**src/rtl/bnn_accum.sv**
```systemverilog
// Binary-neuron accumulator: sums XNOR-popcount words per neuron, thresholds,
// and packs up to 32 activation bits into one output word.
module bnn_accum #(
    parameter int ACC_W = 14
) (
    input  logic             clk,
    input  logic             reset,
    input  logic             start,
    input  logic [7:0]       NumWords,
    input  logic [ACC_W-1:0] Threshold,
    input  logic             flush,
    input  logic             pc_valid,
    input  logic [5:0]       pc_data,
    output logic             pc_ready,
    output logic             act_valid,
    output logic [31:0]      act_data,
    output logic [5:0]       act_count,
    input  logic             act_ready,
    output logic             busy
);

    typedef enum logic [1:0] {
        IDLE,
        ACCUM,
        OUT
    } state_t;

    state_t           state;
    state_t           state_nxt;
    logic [ACC_W-1:0] acc;
    logic [ACC_W-1:0] thr;
    logic [ACC_W-1:0] sum;
    logic [7:0]       wcnt;
    logic [31:0]      pack;
    logic [5:0]       idx;

    logic take_flush;
    logic take_start;
    logic xfer;
    logic last;
    logic act_bit;
    logic fire;

    // Handshake outputs come straight from the state register.
    assign pc_ready  = (state == ACCUM);
    assign act_valid = (state == OUT);
    assign busy      = (state != IDLE);
    assign act_data  = pack;
    assign act_count = idx;

    always_comb begin
        take_flush = (state == IDLE) && flush && (idx != 6'd0);
        take_start = (state == IDLE) && start && (NumWords != 8'd0)
                     && !take_flush;
        xfer       = pc_ready && pc_valid;
        last       = xfer && (wcnt == 8'd1);
        sum        = acc + {{(ACC_W-6){1'b0}}, pc_data};
        act_bit    = (sum >= thr);
        fire       = act_valid && act_ready;
    end

    always_comb begin
        state_nxt = state;
        unique case (1'b1)
            take_flush: state_nxt = OUT;
            take_start: state_nxt = ACCUM;
            last:       state_nxt = (idx == 6'd31) ? OUT : IDLE;
            fire:       state_nxt = IDLE;
            default:    state_nxt = state;
        endcase
    end

    always_ff @(posedge clk or posedge reset) begin
        if (reset) begin
            state <= IDLE;
        end else begin
            state <= state_nxt;
        end
    end

    always_ff @(posedge clk or posedge reset) begin
        if (reset) begin
            acc  <= '0;
            thr  <= '0;
            wcnt <= 8'd0;
            pack <= 32'd0;
            idx  <= 6'd0;
        end else begin
            if (take_start) begin
                acc  <= '0;
                wcnt <= NumWords;
                thr  <= Threshold;
            end
            if (xfer) begin
                acc  <= sum;
                wcnt <= wcnt - 8'd1;
            end
            // Activation bit lands on the same edge as the final word.
            if (last) begin
                pack[idx[4:0]] <= act_bit;
                idx            <= idx + 6'd1;
            end
            if (fire) begin
                pack <= 32'd0;
                idx  <= 6'd0;
            end
        end
    end

endmodule

```
**config.mk**
```make
export PLATFORM = sky130hd
export DESIGN_NAME = bnn_accum
export DESIGN_NICKNAME = d
export VERILOG_FILES = /design/src/rtl/bnn_accum.sv
export SDC_FILE = /design/constraint.sdc
export NUM_CORES = 1
export LEC_CHECK = 0
export CAP_MARGIN = 20
export CELL_PAD_IN_SITES_DETAIL_PLACEMENT = 1
export CELL_PAD_IN_SITES_GLOBAL_PLACEMENT = 1
export CORE_ASPECT_RATIO = 0.5
export CORE_MARGIN = 2
export CORE_UTILIZATION = 44
export CTS_CLUSTER_DIAMETER = 40
export DETAILED_ROUTE_END_ITERATION = 10
export PLACE_DENSITY = 0.95
export SYNTH_ARGS = -nofsm -noshare
export SYNTH_HDL_FRONTEND = slang
export SYNTH_SLANG_ARGS = --single-unit
export TNS_END_PERCENT = 5
```
**constraint.sdc**
```tcl
create_clock -name clk -period 5 [get_ports clk]
set_clock_uncertainty 0.15 [all_clocks]
set_input_delay 0.75 -clock clk [delete_from_list [all_inputs] [get_ports clk]]
set_output_delay 0.75 -clock clk [all_outputs]
set_load 0.1 [all_outputs]
```
==> results.sh, run 1 <==
export IMPL_design_power_total_mw=2.69
export IMPL_path_clk_slew_ns=0.06
export IMPL_cap_violations=0
export IMPL_p_leak_nw=2.34
export IMPL_dr_total_vias=4023
export IMPL_setup_tns_ns=0
export IMPL_cp_num_buf_inv=2
export IMPL_status="finished, final reports clean"
export IMPL_htree_levels=3
export IMPL_drt_wl_total_um=13300
export IMPL_synth_distinct_cells=59
export IMPL_reg2reg_slack_ns=0.91
export IMPL_cts_made_buffers=9
export IMPL_clock_sinks=76
export IMPL_hpwl_um=9080
export IMPL_yosys_area_top_type="dfrtp_1"
export IMPL_cts_root_buffer="clkbuf_16"
export IMPL_rsz0062_at_grt="no"
export IMPL_synth_edf_count=0
export IMPL_reg2reg_depth=12
export IMPL_synthDominantCellAreaShare_pct=43.5
export IMPL_synthCells=480
export IMPL_finalCriticalPeriod_ns=4.55
export IMPL_crit_type="in -> reg"
export IMPL_antenna_left=0
export IMPL_coreArea_sq_um=9540
export IMPL_timing_rr_end="act_data[10]$_DFFE_PP0P_"
export IMPL_slowest_delay_ns=0.53
export IMPL_synth_main_ff_cell="dfrtp_1"
export IMPL_portBuffers=74
export IMPL_r2r_start="acc[3]$_DFFE_PP0P_"
export IMPL_die_h_um=74.5
export IMPL_cp_cell_sequence="clkdlybuf4s50_1 -> ha_1 -> o21ai_0 -> o21ai_0 -> nand2_1 -> or2_2 -> xnor2_1 -> ha_1 -> nand3_1 -> nor3_1 -> a211oi_4 -> buf_4 -> a311oi_1"
export IMPL_max_clock_path_buffers=2
export IMPL_io_pins=75
export IMPL_hold_path_startpoint="thr[0]$_DFFE_PP0P_"
export IMPL_worst_path_stages=13
export IMPL_grt_max_degree=50
export IMPL_netlist_area_sq_um=4370
export IMPL_grt_pass1_wl_um=22300
export IMPL_min_path_cells=2
export IMPL_grt_pass1_vias=4310
export IMPL_hold_viol_final=0
export IMPL_critPathArrivalTime_ns=4.64
export IMPL_worst_pin_slew_ns=1.10
export IMPL_syn_avg_cell_area_sq_um=9.11
export IMPL_slew_violations=0
export IMPL_gp_congestion=0.808
export IMPL_wl_per_cell_um=19.4
export IMPL_finalCritPeriodShare_pct=91.1
export IMPL_rows=25
export IMPL_final_layout_size_suffix_gt1_share_pct=7.41
export IMPL_area_delta_synth_final_pct=27.3
export IMPL_holdPathEnd="thr[0]$_DFFE_PP0P_"
export IMPL_async_flop_share_pct=100
export IMPL_synth_seq_area_share_pct=43.5
export IMPL_post_cts_buffers=0
export IMPL_hold_buffers=0
export IMPL_syn_nets=541
export IMPL_place_area_sq_um=5230
export IMPL_firstDrtPassIters=4
export IMPL_final_area_sq_um=5560
export IMPL_synth_area_top_cells="dfrtp_1 (44%), ha_1 (7.4%), nor2_1 (4.8%)"
export IMPL_die_area_sq_um=10800
export IMPL_cts_repair_resized=0
export IMPL_nNetsFinal=609
export IMPL_antenna_found_initial=0
export IMPL_final_core_util_pct=58.3
export IMPL_num_antenna_cells=0
export IMPL_hold_class="reg -> reg"
export IMPL_cp_slowest_cell="o21ai_0"
export IMPL_ir_drop_v=0.000232
export IMPL_cts_tree="done"
export IMPL_drc=0
export IMPL_fmax_ghz=0.220
export IMPL_fin_ws_ns=0.447
export IMPL_die_w_um=145
export IMPL_startpoint_type="input pin"
export IMPL_ys_ff_latch=76
export IMPL_grtUsageTotal_pct=26.5
export IMPL_clk_latency_ns=0.35
export IMPL_slew_headroom_pct=26.2
export IMPL_start_util_pct=45.8
export IMPL_drt_iter0_drc=261
export IMPL_finalSetupViolCount=0
export IMPL_overflow=0
export IMPL_crit_family="simple AND/OR/NAND/NOR gates"
export IMPL_place_ws_ns=0.291
export IMPL_end_kind="register"
export IMPL_synth_warnings=0
export IMPL_crit_required_ns=5.08
export IMPL_path_max_fanout=31
export IMPL_p_per_area_nw_per_um2=484
export IMPL_setup_worst_path_start="pc_data[3]"
export IMPL_viasPerCell=5.85
==> registers in the layout, indices dropped and copies added, names as in the netlist <==
name	flops
act_data	32
acc	14
thr	14
wcnt	8
act_count	6
state	2
==> report_power, final <==
part	internal, mW	total, mW	switching (mW)
Combinational	0.393	1.14	0.744
Sequential	0.747	0.866	0.120
Clock	0.404	0.689	0.285
Total	1.54	2.69	1.15
==> layer usage <==
layer	up-vias	GRT usage (%)	routed length [um]
li1	1848	-	-
met4	0	13.2	405
met2	104	48.8	6860
met1	2037	30.8	5600
met5	-	0	0
met3	34	5.15	470
==> Yosys cell counts (2+ instances only) <==
master	number
nor4_4	2
xnor2_1	9
nor4_1	4
a21o_1	6
a311oi_1	8
nor3_1	11
o21ai_1	2
buf_2	5
inv_1	28
or4_1	5
nor4_2	2
nor3_2	3
a21oi_1	19
a31oi_1	4
nand2_1	53
and2_1	3
ha_1	26
dfrtp_1	76
o211ai_1	11
clkbuf_1	14
a211oi_2	2
xor2_1	7
or2_2	4
nand3b_1	3
nor2b_1	4
nor2_1	56
and3_1	5
nand4_1	3
o31a_1	2
nand2b_1	2
o21ai_0	26
nand3_1	24
a211oi_1	25
==> worst max path at each step <==
stage	end	slack [ns]
after floorplan	act_data[0]$_DFFE_PP0P_	1.20
after global placement	act_data[10]$_DFFE_PP0P_	0.56
after detailed placement	act_data[8]$_DFFE_PP0P_	0.29
after CTS	act_data[10]$_DFFE_PP0P_	0.48
after global routing	act_data[25]$_DFFE_PP0P_	0.20
final	act_data[10]$_DFFE_PP0P_	0.45
==> area by class of cell <==
class                           count  area (sq um)
Sequential cell                    76          1900
Inverter                           28           105
Clock inverter                      6          71.3
Clock buffer                       10           239
Timing Repair Buffer               80           806
Fill cell                        1087          3980
Tap cell                          135           169
Multi-Input combinational cell    353          2270
==> per-stage QoR <==
step	hold WS, ns	cells
floorplan	0.302	480
global placement	0.316	670
detailed placement	0.329	671
CTS	0.343	687
global route	0.362	688
finish	0.341	688
==> worst register-to-register path: cells and delay by family (launching register included) <==
| family | cells | cell delay [ns] |
|---|---|---|
| AND/OR/NAND/NOR | 4 | 1.26 |
| AO/OA/AOI/OAI | 4 | 1.12 |
| adder cells (fa/ha/maj) | 2 | 0.65 |
| flip-flops | 1 | 0.38 |
| buffers and inverters | 1 | 0.27 |
| XOR/XNOR | 1 | 0.14 |
==> layout by cell type (no fill, tap or decap), types with 11 or more instances in the layout <==
cell / netlist / routed
inv_1: 28 / 27
nand3_1: 24 / 24
a211oi_1: 25 / 24
o211ai_1: 11 / 11
nor2_1: 56 / 56
ha_1: 26 / 26
nand2_1: 53 / 53
nor3_1: 11 / 11
dfrtp_1: 76 / 76
a21oi_1: 19 / 19
clkdlybuf4s50_1: 0 / 74
o21ai_0: 26 / 26
==> logic make-up after synthesis <==
| kind of cell | share of synthesized area (%) |
|---|---|
| AND/OR/NAND/NOR | 22.7 |
| AO/OA/AOI/OAI | 17.6 |
| flip-flops | 43.5 |
| buffers and inverters | 4.81 |
| adder cells (fa/ha/maj) | 7.90 |
| XOR/XNOR | 3.21 |
| multiplexers | 0.229 |
No activity file was read; power rests on OpenSTA's default activity.
==> run 2, diff against run 1 <==
--- a/config.mk
+++ b/config.mk
@@ -13,4 +13,5 @@
 export CORE_UTILIZATION = 44
 export CTS_CLUSTER_DIAMETER = 40
+export CTS_CLUSTER_SIZE = 40
 export DETAILED_ROUTE_END_ITERATION = 10
 export PLACE_DENSITY = 0.95
==> constraint.sdc (replaced) <==
create_clock -name clk -period 5 [get_ports clk]
set_clock_uncertainty 0.15 [all_clocks]
set_input_delay 0.75 -clock clk [delete_from_list [all_inputs] [get_ports clk]]
set_output_delay 0.75 -clock clk [all_outputs]
set_load 0.005 [all_outputs]
==> results of run 2 <==
The final DEF is identical to that of run 1. Status: finished, final reports clean.
Main changes from that run: total power 2.69 mW -> 2.55 mW
==> run 3, diff against run 2 <==
Settings changed: GPL_ROUTABILITY_DRIVEN from default to 0.
==> results of run 3 <==
The final DEF is identical to that of run 1. Status: finished, final reports clean.
Main changes from that run: total power 2.69 mW -> 2.55 mW
